==> src/rtl/btn_pkg.sv <==
// Shared constants, counter-width helper and repeat-phase type for the button debouncer.
package btn_pkg;

  localparam int DEF_DEBOUNCE_CYCLES = 1_000_000;  // 10 ms @ 100 MHz
  localparam int DEF_REPEAT_DELAY    = 50_000_000;
  localparam int DEF_REPEAT_PERIOD   = 10_000_000;

  // Bits needed to hold the values 0..n.
  function automatic int cnt_width(input int n);
    return (n < 1) ? 1 : $clog2(n + 1);
  endfunction

  typedef enum logic {
    RPT_FIRST = 1'b0,
    RPT_NEXT  = 1'b1
  } rpt_phase_t;

endpackage

==> src/rtl/btn_debounce_if.sv <==
// Button channel bundle: raw pins in, debounced level and press strobe out.
interface btn_debounce_if #(
  parameter int N = 1
);
  logic [N-1:0] btn_in;
  logic [N-1:0] btn_lvl;
  logic [N-1:0] btn_pulse;

  modport master (output btn_in, input btn_lvl, input btn_pulse);
  modport slave  (input btn_in, output btn_lvl, output btn_pulse);
endinterface

==> src/rtl/btn_debounce_ch.sv <==
// One debounce channel: 2-flop synchronizer, stability counter, level and press strobe.
// Auto-repeat strobes are built only when BTN_AUTOREPEAT_EN is defined.
module btn_debounce_ch
  import btn_pkg::*;
#(
  parameter int DEBOUNCE_CYCLES = DEF_DEBOUNCE_CYCLES,
  parameter int REPEAT_DELAY    = DEF_REPEAT_DELAY,
  parameter int REPEAT_PERIOD   = DEF_REPEAT_PERIOD
) (
  input logic           CLK,
  input logic           RSTN,
  btn_debounce_if.slave bus
);

  localparam int               CNT_W    = cnt_width(DEBOUNCE_CYCLES);
  localparam logic [CNT_W-1:0] CNT_LAST = CNT_W'(DEBOUNCE_CYCLES - 1);

  if (DEBOUNCE_CYCLES < 1 || REPEAT_DELAY < 1 || REPEAT_PERIOD < 1) begin : g_bad_cfg
    $error("btn_debounce_ch: cycle parameters must be at least 1");
  end

  logic [1:0]       sync_q, sync_d;
  logic [CNT_W-1:0] cnt_q, cnt_d;
  logic             lvl_q, lvl_d;
  logic             pulse_q, pulse_d;
  logic             sample;
  logic             toggle;

`ifdef BTN_AUTOREPEAT_EN
  localparam int RPT_W = cnt_width((REPEAT_DELAY > REPEAT_PERIOD) ? REPEAT_DELAY : REPEAT_PERIOD);
  localparam logic [RPT_W-1:0] RPT_DELAY_LAST  = RPT_W'(REPEAT_DELAY - 1);
  localparam logic [RPT_W-1:0] RPT_PERIOD_LAST = RPT_W'(REPEAT_PERIOD - 1);

  logic [RPT_W-1:0] rpt_cnt_q, rpt_cnt_d;
  rpt_phase_t       rpt_phase_q, rpt_phase_d;
  logic [RPT_W-1:0] rpt_last;

  assign rpt_last = (rpt_phase_q == RPT_FIRST) ? RPT_DELAY_LAST : RPT_PERIOD_LAST;
`endif

  assign sync_d = {sync_q[0], bus.btn_in};
  assign sample = sync_q[1];
  assign toggle = (sample != lvl_q) && (cnt_q == CNT_LAST);

  // NOTE: every next-state signal gets a default on entry, so no path through
  // this block can leave one unassigned and infer a latch.
  always_comb begin
    cnt_d   = cnt_q;
    lvl_d   = lvl_q;
    pulse_d = 1'b0;

    if ((sample == lvl_q) || toggle) begin
      cnt_d = '0;
    end else begin
      cnt_d = cnt_q + 1'b1;
    end

    // Only the rising toggle strobes; a release just drops the level.
    if (toggle) begin
      lvl_d   = ~lvl_q;
      pulse_d = ~lvl_q;
    end

`ifdef BTN_AUTOREPEAT_EN
    rpt_cnt_d   = rpt_cnt_q;
    rpt_phase_d = rpt_phase_q;

    // The toggle edge itself never repeats; it either is the press or the release.
    if (toggle || !lvl_q) begin
      rpt_cnt_d   = '0;
      rpt_phase_d = RPT_FIRST;
    end else if (rpt_cnt_q == rpt_last) begin
      pulse_d     = 1'b1;
      rpt_cnt_d   = '0;
      rpt_phase_d = RPT_NEXT;
    end else begin
      rpt_cnt_d   = rpt_cnt_q + 1'b1;
    end
`endif
  end

  // NOTE: reset is synchronous (sampled only on the clock edge) and all state
  // updates use non-blocking assignments so every flop sees pre-edge values.
  always_ff @(posedge CLK) begin
    if (!RSTN) begin
      sync_q      <= '0;
      cnt_q       <= '0;
      lvl_q       <= 1'b0;
      pulse_q     <= 1'b0;
`ifdef BTN_AUTOREPEAT_EN
      rpt_cnt_q   <= '0;
      rpt_phase_q <= RPT_FIRST;
`endif
    end else begin
      sync_q      <= sync_d;
      cnt_q       <= cnt_d;
      lvl_q       <= lvl_d;
      pulse_q     <= pulse_d;
`ifdef BTN_AUTOREPEAT_EN
      rpt_cnt_q   <= rpt_cnt_d;
      rpt_phase_q <= rpt_phase_d;
`endif
    end
  end

  assign bus.btn_lvl   = lvl_q;
  assign bus.btn_pulse = pulse_q;

endmodule

==> src/rtl/btn_debounce.sv <==
// Multi-channel button debouncer: NUM_BTN independent btn_debounce_ch instances.
// Optional auto-repeat strobes: define BTN_AUTOREPEAT_EN.
module btn_debounce
  import btn_pkg::*;
#(
  parameter int NUM_BTN         = 3,
  parameter int DEBOUNCE_CYCLES = DEF_DEBOUNCE_CYCLES,
  parameter int REPEAT_DELAY    = DEF_REPEAT_DELAY,
  parameter int REPEAT_PERIOD   = DEF_REPEAT_PERIOD
) (
  input  logic               CLK,
  input  logic               RSTN,
  input  logic [NUM_BTN-1:0] BTN_IN,
  output logic [NUM_BTN-1:0] BTN_LVL,
  output logic [NUM_BTN-1:0] BTN_PULSE
);

  for (genvar i = 0; i < NUM_BTN; i++) begin : g_ch
    btn_debounce_if #(.N(1)) ch_if ();

    assign ch_if.btn_in  = BTN_IN[i];
    assign BTN_LVL[i]    = ch_if.btn_lvl;
    assign BTN_PULSE[i]  = ch_if.btn_pulse;

    btn_debounce_ch #(
      .DEBOUNCE_CYCLES (DEBOUNCE_CYCLES),
      .REPEAT_DELAY    (REPEAT_DELAY),
      .REPEAT_PERIOD   (REPEAT_PERIOD)
    ) u_ch (
      .CLK  (CLK),
      .RSTN (RSTN),
      .bus  (ch_if.slave)
    );
  end

endmodule

==> config.mk <==
export PLATFORM = sky130hd
export DESIGN_NAME = btn_debounce
export DESIGN_NICKNAME = d
export VERILOG_FILES = /design/src/rtl/btn_pkg.sv /design/src/rtl/btn_debounce_if.sv /design/src/rtl/btn_debounce_ch.sv /design/src/rtl/btn_debounce.sv
export SDC_FILE = /design/constraint.sdc
export NUM_CORES = 1
export LEC_CHECK = 0
export BUFFER_PORTS_ARGS = -buffer_cell sky130_fd_sc_hd__buf_4
export CORE_ASPECT_RATIO = 0.5
export CORE_MARGIN = 2
export CORE_UTILIZATION = 45
export CTS_CLUSTER_SIZE = 20
export DETAILED_ROUTE_END_ITERATION = 10
export MAX_ROUTING_LAYER = met4
export PLACE_DENSITY = 0.64
export SLEW_MARGIN = 20
export SYNTH_ARGS = -nofsm -noshare
export SYNTH_HDL_FRONTEND = slang
export SYNTH_SLANG_ARGS = --single-unit
==> constraint.sdc <==
create_clock -name CLK -period 2.16 [get_ports CLK]
set_input_delay 0.324 -clock CLK [delete_from_list [all_inputs] [get_ports CLK]]
set_output_delay 0.324 -clock CLK [all_outputs]
set_load 0.1 [all_outputs]
==> out/results.tsv, run 1 <==
stage	metric	value	unit
run_status	outcome	completed	
timing	number of pins with negative max-slew slack in the final report	0	
worst_hold_path	hold-critical path depth	2	
logic_synthesis	part of the Yosys area used for sequential elements	45.7	%
setup_path	CP endpoint kind	flop	
floorplan	count of boundary I/O pins	11	
drt	wire length per cell after detailed routing	12.7	µm
floorplan	die footprint	7730	µm²
setup_path	reg-to-reg startpoint	g_ch[1].u_ch.cnt_q[10]	
logic_synthesis	Avg Synthesized Cell Area	8.69	µm²
timing	Setup Total Neg Slack	0	ps
logic_synthesis	unique cell type count in the Yosys netlist	31	
drt	count of vias placed by the detailed router	2566	
power	maximum VDD drop	470	µV
timing	number of failing hold endpoints at the final stage	0	
drt	Routed WL	6.09	mm
timing	Worst Tran Pin Value	437	ps
logic_synthesis	count of flip-flops with a built-in enable after synthesis	0	
placed_design	post-detailed-placement half-perimeter wirelength	4.15	mm
grt	grt ovf	0	
clocking	CTS tree	done	
flow_run	max-cap check violation count	0	
power	Leak	1.15	nW
clocking	clock transition at the register clock pins on the worst setup and hold paths after CTS	50	ps
power	areal power density over the cells	782	nW/µm²
floorplan	DIE WIDTH	122	µm
setup_path	R2R Setup Slk	80	ps
worst_hold_path	destination of the worst hold path	g_ch[1].u_ch.sync_q[0]	
logic_synthesis	Async SR Flop Fraction	0	%
timing	RSZ-0062 raised after global routing	false	
floorplan	num rows	21	
grt	wire length of the first global-routing pass	10.7	mm
logic_synthesis	syn_nets	371	
timing	Slew headroom	70.5	%
drt	Post-DRT Antenna Nets	0	
setup_path	cell depth of the worst flop-to-flop path	6	
timing	share of the cycle needed by the critical path after routing	96.5	%
drt	number of design-rule violations left by the first detailed-router iteration	103	
final_layout	area growth from synthesis to final layout	16.2	%
clocking	buffer depth of the longest clock path	2	
floorplan	die height	63.2	µm
logic_synthesis	commonest register cell after synthesis	sky130_fd_sc_hd__dfxtp_1	
logic_synthesis	number of cells produced by synthesis	363	
clocking	clock sink total	72	
grt	maximum number of pins on one net before global-route repair	21	
logic_synthesis	count of synthesis-stage warnings from yosys	0	
final_layout	layout filler cell count	637	
clocking	number of buffers added by the clock tree synthesis step	9	
placed_design	Port Buffer Count	10	
logic_synthesis	mapped cell area	3150	µm²
floorplan	core area	6730	µm²
setup_path	CP Max Fanout	5	
clocking	source-to-sink clock delay at the later pin of the worst-skew pair	330	ps
setup_path	worst reg2reg endpoint	g_ch[1].u_ch.cnt_q[16]	
logic_synthesis	area share of the leading cell type in the synthesized netlist	45.7	%
setup_path	maximum cell stage delay along the critical path	550	ps
setup_path	arrival time reported for the critical path endpoint	2300	ps
grt	initial antenna violation count	0	
placed_design	Final Wtd Congestion	0.782	
final_layout	share of cells above drive strength 1	11.7	%
worst_hold_path	type of the most critical hold path	input port to flop	
worst_hold_path	hold_sp	BTN_IN[1]	
timing	final hold slack	200	ps
drt	number of design rule violations left after detail routing	0	
timing	Clock Skew	4.63	ps
logic_synthesis	cell accounting for the most synthesized area	sky130_fd_sc_hd__dfxtp_1	
timing	max frequency	480	MHz
setup_path	Worst Path Class, Setup	flop to flop	
timing	endpoints failing setup	0	
clocking	number of hold buffers added after cts	0	
final_layout	layout net count	389	
setup_path	master of the slowest instance on the critical path	sky130_fd_sc_hd__or4_4	
logic_synthesis	Area contributors post-synth	sky130_fd_sc_hd__dfxtp_1 (46%), sky130_fd_sc_hd__xnor2_1 (5.8%), sky130_fd_sc_hd__nor2_1 (5.4%)	
setup_path	Req. time, crit path	2380	ps
drt	detailed-route vias per instance	5.37	
timing	final period demand of the worst path	2080	ps
logic_synthesis	flop and latch count out of synthesis	72	
grt	via count of the first global-routing pass	2508	
floorplan	effective utilization at floorplan	46.9	%
drt	drt pass-1 iters	4	
clocking	depth of the CTS H-tree	3	
setup_path	Setup crit start kind	flop	
setup_path	cells along the critical path	or4b_1, or4_4, o211ai_1, buf_4, clkbuf_4, a21oi_1	
clocking	CTS Root Cell	sky130_fd_sc_hd__clkbuf_16	
final_layout	count of antenna diodes in the layout	0	
grt	all-layer global routing usage	17.9	%
## worst max path at each step
stage,slack (ps),depth (start not counted),from,end
floorplan,210,6,g_ch[0].u_ch.cnt_q[0],g_ch[0].u_ch.cnt_q[18]
global placement,170,5,g_ch[1].u_ch.cnt_q[10],g_ch[1].u_ch.cnt_q[7]
global route,5,6,g_ch[1].u_ch.cnt_q[10],g_ch[1].u_ch.cnt_q[7]
CTS,30,5,g_ch[1].u_ch.cnt_q[10],g_ch[1].u_ch.cnt_q[8]
detailed placement,60,5,g_ch[1].u_ch.cnt_q[10],g_ch[1].u_ch.cnt_q[8]
finish,80,6,g_ch[1].u_ch.cnt_q[10],g_ch[1].u_ch.cnt_q[16]
## power by group
part	leakage, nW	internal [mW]	total, mW	switching [mW]
Combinational	0.419	0.0142	0.0323	0.0181
Clock	0.148	0.951	1.49	0.540
Sequential	0.581	1.34	1.34	0.00444
Total	1.15	2.30	2.86	0.562
## area by class of cell
cell class	count	area, µm²	share of cell area (%)
Clock buffer	11	253	6.90
Clock inverter	5	55.1	1.50
Inverter	14	52.6	1.43
Multi-Input combinational cell	261	1580	43.0
Sequential cell	72	1440	39.4
Tap cell	92	115	3.14
Timing Repair Buffer	23	170	4.65
## worst max-delay path, delay by kind of cell (launching register included)
kind,cells,cell delay (ps)
AO/OA/AOI/OAI,2,230
buffers and inverters,2,320
flip-flops,1,330
AND/OR/NAND/NOR,2,1070
## flip-flops by register name, summed over array words and instances (netlist names)
name                     cells
g_ch.u_ch.sync_q             6
g_ch.u_ch.bus.btn_lvl        3
g_ch.u_ch.cnt_q             60
g_ch.u_ch.bus.btn_pulse      3
## cells by family (layout without fill, tap and decap cells)
group / Yosys count / in the layout / synth area share [%]
adders and majority gates: 3 / 3 / 1.19
AOI/OAI and AO/OA: 45 / 45 / 7.86
DFF: 72 / 72 / 45.7
and+or+nand+nor: 174 / 174 / 29.8
xor gates and xnor gates: 39 / 39 / 10.8
buffers and inverters: 30 / 53 / 4.56
## cells in the mapped netlist (all sizes together), types with 6 or more instances
cell type and instances:
nor4 9, clkbuf 7, o31ai 6, xor2 18, dfxtp 72, or3 11, nand4 13, inv 14
nand2 18, o21ai 15, nand3 26, xnor2 21, or4 11, buf 9, nor2 45, a21oi 21
and3 6, nor3 7, and2 12
## layer usage
layer  share of wire (%)  track usage (%)
met5                   0                -
met4                 1.1             4.74
met3                 3.7             8.15
met2                  49             30.7
met1                  46             18.9
## through the flow
stage	setup WS (ps)	total power [mW]	cells	cell area [µm²]	util, %
2_1_floorplan	214	1.39	363	3150	-
3_3_place_gp	173	1.40	459	3330	49.5
3_5_place_dp	60.2	1.40	459	3330	49.5
4_1_cts	33.2	2.90	475	3630	54.0
5_1_grt	5.16	2.96	478	3660	54.4
6_report	75.9	2.86	478	3660	54.4
## cells in the final DEF (no fill, tap or decap), types with 3 or more instances in the layout
cell type | synthesis | final
sky130_fd_sc_hd__or3_1 | 11 | 11
sky130_fd_sc_hd__dfxtp_1 | 72 | 72
sky130_fd_sc_hd__inv_1 | 14 | 14
sky130_fd_sc_hd__and2_1 | 12 | 12
sky130_fd_sc_hd__and3_1 | 6 | 6
sky130_fd_sc_hd__o211ai_1 | 3 | 3
sky130_fd_sc_hd__and4_1 | 3 | 3
sky130_fd_sc_hd__nand3_1 | 25 | 25
sky130_fd_sc_hd__a21oi_1 | 21 | 21
sky130_fd_sc_hd__xor2_1 | 18 | 18
sky130_fd_sc_hd__nand4_1 | 13 | 13
sky130_fd_sc_hd__o21ai_0 | 15 | 15
sky130_fd_sc_hd__xnor2_1 | 21 | 21
sky130_fd_sc_hd__or4_1 | 11 | 9
sky130_fd_sc_hd__nor4_1 | 9 | 9
sky130_fd_sc_hd__nor4b_1 | 3 | 3
sky130_fd_sc_hd__ha_1 | 3 | 3
sky130_fd_sc_hd__o31ai_1 | 6 | 6
sky130_fd_sc_hd__clkbuf_16 | 0 | 9
sky130_fd_sc_hd__nor3_1 | 7 | 7
sky130_fd_sc_hd__buf_4 | 8 | 21
sky130_fd_sc_hd__or2_2 | 3 | 3
sky130_fd_sc_hd__nor2_1 | 45 | 45
sky130_fd_sc_hd__nand2_1 | 18 | 18
## timing repair
action,in CTS,in global routing
gates resized for setup,0,5
setup buffers,0,1
endpoints found under the setup margin,0,21
No activity file was read; power rests on OpenSTA's default activity.
==> run 2, diff against run 1 <==
Settings changed: CORE_UTILIZATION 45 to 48, PLACE_DENSITY 0.64 to 0.67.
==> out/results.tsv, run 2 (same netlist as run 1, synthesis figures left out) <==
stage	metric	value	unit
drt	drt pass-1 iters	4	
setup_path	Setup crit start kind	flop	
timing	Worst Tran Pin Value	505	ps
power	Leak	1.13	nW
final_layout	max FFs per register	60	
final_layout	count of antenna diodes in the layout	0	
drt	number of design rule violations left after detail routing	0	
timing	RSZ-0062 raised after global routing	false	
grt	all-layer global routing usage	18.4	%
setup_path	cells along the critical path	ha_1, nand2_1, or4_1, or4_1, a21oi_1	
drt	detailed-route vias per instance	5.35	
power	switching portion of total power	18.4	%
power	areal power density over the cells	808	nW/µm²
worst_hold_path	hold_sp	BTN_IN[0]	
final_layout	Top Registers	g_ch.u_ch.cnt_q x60, g_ch.u_ch.sync_q x6	
grt	wire length of the first global-routing pass	9.99	mm
run_status	outcome	completed	
setup_path	Worst Path Class, Setup	flop to flop	
final_layout	most common cell after layout, fill and taps aside	sky130_fd_sc_hd__dfxtp_1	
placed_design	post-detailed-placement half-perimeter wirelength	4.03	mm
timing	Setup Total Neg Slack	0	ps
final_layout	leading cell types in the layout, fill and taps excluded	sky130_fd_sc_hd__dfxtp_1 (72), sky130_fd_sc_hd__nor2_1 (45), sky130_fd_sc_hd__nand3_1 (25), sky130_fd_sc_hd__xnor2_1 (21), sky130_fd_sc_hd__a21oi_1 (21)	
floorplan	DIE WIDTH	119	µm
setup_path	CP endpoint kind	flop	
floorplan	effective utilization at floorplan	50.8	%
grt	busiest metal layer after global routing	met2	
power	maximum VDD drop	545	µV
timing	final period demand of the worst path	2030	ps
final_layout	area of all sequential standard cells	1440	µm²
drt	wire length per cell after detailed routing	12.4	µm
setup_path	Req. time, crit path	2430	ps
power	total net switching power	0.539	mW
timing	share of the cycle needed by the critical path after routing	93.8	%
floorplan	die footprint	7270	µm²
clocking	buffer depth of the longest clock path	2	
grt	via count of the first global-routing pass	2317	
setup_path	most frequent cell on the critical path	sky130_fd_sc_hd__or4_1	
worst_hold_path	type of the most critical hold path	input port to flop	
floorplan	count of boundary I/O pins	11	
clocking	source-to-sink clock delay at the later pin of the worst-skew pair	330	ps
power	part of the power in combinational logic	1.0	%
setup_path	maximum cell stage delay along the critical path	640	ps
clocking	CTS Root Cell	sky130_fd_sc_hd__clkbuf_16	
setup_path	reg-to-reg startpoint	g_ch[0].u_ch.cnt_q[0]	
grt	Global Route met3 Usage	6.11	%
final_layout	share of cells above drive strength 1	9.21	%
floorplan	core area	6210	µm²
final_layout	area growth from synthesis to final layout	14.9	%
setup_path	Worst path top cell family by delay	simple AND/OR/NAND/NOR gates	
drt	count of vias placed by the detailed router	2506	
power	proportion of power drawn by the clock network	53.2	%
final_layout	register with the highest flop count	g_ch.u_ch.cnt_q	
power	Int Pwr	2.39	mW
placed_design	Final Wtd Congestion	0.830	
setup_path	sum of buffers and inverters on the critical path	0	
setup_path	worst reg2reg endpoint	g_ch[0].u_ch.cnt_q[18]	
placed_design	Port Buffer Count	10	
setup_path	CP Max Fanout	7	
timing	Slew headroom	65.9	%
clocking	clock sink total	72	
clocking	post-CTS setup-driven buffer insertion count	0	
drt	Routed WL	5.82	mm
setup_path	cell depth of the worst flop-to-flop path	5	
clocking	number of buffers added by the clock tree synthesis step	9	
setup_path	master of the slowest instance on the critical path	sky130_fd_sc_hd__or4_1	
clocking	CTS tree	done	
floorplan	die height	61.3	µm
setup_path	R2R Setup Slk	130	ps
clocking	depth of the CTS H-tree	3	
grt	maximum number of pins on one net before global-route repair	21	
final_layout	layout filler cell count	569	
final_layout	post-layout util	58.4	%
clocking	number of hold buffers added after cts	0	
grt	grt ovf	0	
timing	max frequency	494	MHz
power	share of total power in sequential cells	45.8	%
grt	met2 track demand over resource	33.1	%
drt	Post-DRT Antenna Nets	0	
clocking	clock transition at the register clock pins on the worst setup and hold paths after CTS	50	ps
setup_path	arrival time reported for the critical path endpoint	2290	ps
timing	number of failing hold endpoints at the final stage	0	
floorplan	num rows	20	
flow_run	max-cap check violation count	0	
worst_hold_path	hold-critical path depth	2	
timing	Clock Skew	7.50	ps
timing	number of pins with negative max-slew slack in the final report	0	
drt	number of design-rule violations left by the first detailed-router iteration	150	
grt	initial antenna violation count	0	
timing	endpoints failing setup	0	
final_layout	layout net count	383	
final_layout	footprint of the multi-input gates	1570	µm²
worst_hold_path	destination of the worst hold path	g_ch[0].u_ch.sync_q[0]	
grt	GRT met1 Usage	19.4	%
clocking	post_cts resized	0	
## run 2: worst max path at each step
stage                                 from  cells after the start                     end  slack, ps
detailed placement  g_ch[1].u_ch.cnt_q[10]                      5   g_ch[1].u_ch.cnt_q[3]         90
finish               g_ch[0].u_ch.cnt_q[0]                      5  g_ch[0].u_ch.cnt_q[18]        130
global route         g_ch[0].u_ch.cnt_q[0]                      5  g_ch[0].u_ch.cnt_q[18]          5
CTS                 g_ch[1].u_ch.cnt_q[10]                      5   g_ch[1].u_ch.cnt_q[3]         80
floorplan            g_ch[0].u_ch.cnt_q[0]                      6  g_ch[0].u_ch.cnt_q[18]        210
global placement    g_ch[1].u_ch.cnt_q[10]                      5   g_ch[1].u_ch.cnt_q[7]        150
## run 2: cell type report
class                      count  area share [%]
sequential                    72            39.8
clock inverter                 3            1.80
tap                           88            3.04
multi-input combinational    261            43.4
inverter                      14            1.45
clock buffer                  13            6.91
timing repair buffer          17            3.63
## run 2: stage by stage
| step | std cells | area (µm²) | worst slack [ps] | hold slack (ps) | power (mW) |
|---|---|---|---|---|---|
| after global placement | 452 | 3300 | 154 | 415 | 1.40 |
| final | 468 | 3620 | 134 | 199 | 2.93 |
| after CTS | 468 | 3610 | 81.4 | 192 | 2.96 |
| after detailed placement | 452 | 3300 | 93.6 | 425 | 1.40 |
| after floorplan | 363 | 3150 | 214 | 412 | 1.39 |
| after global routing | 468 | 3620 | 4.99 | 193 | 3.02 |
## run 2: power by group through the flow
stage	clock [mW]	combinational, mW	sequential, mW
floorplan	0	0.0185	1.37
global placement	0	0.0280	1.37
detailed placement	0	0.0289	1.37
CTS	1.59	0.0291	1.34
global route	1.65	0.0330	1.34
finish	1.56	0.0291	1.34
## run 2: worst register-to-register path, cell delays in order, from the launching register on
cell                      delay, ps
sky130_fd_sc_hd__dfxtp_1        390
sky130_fd_sc_hd__ha_1           190
sky130_fd_sc_hd__nand2_1         80
sky130_fd_sc_hd__or4_1          640
sky130_fd_sc_hd__or4_1          520
sky130_fd_sc_hd__a21oi_1        140
## run 2: per-layer routing
layer / routed length, µm / share of wire [%]
met1: 2720 / 47
met5: 0 / 0
met4: 80 / 1.4
met2: 2860 / 49
met3: 160 / 2.7
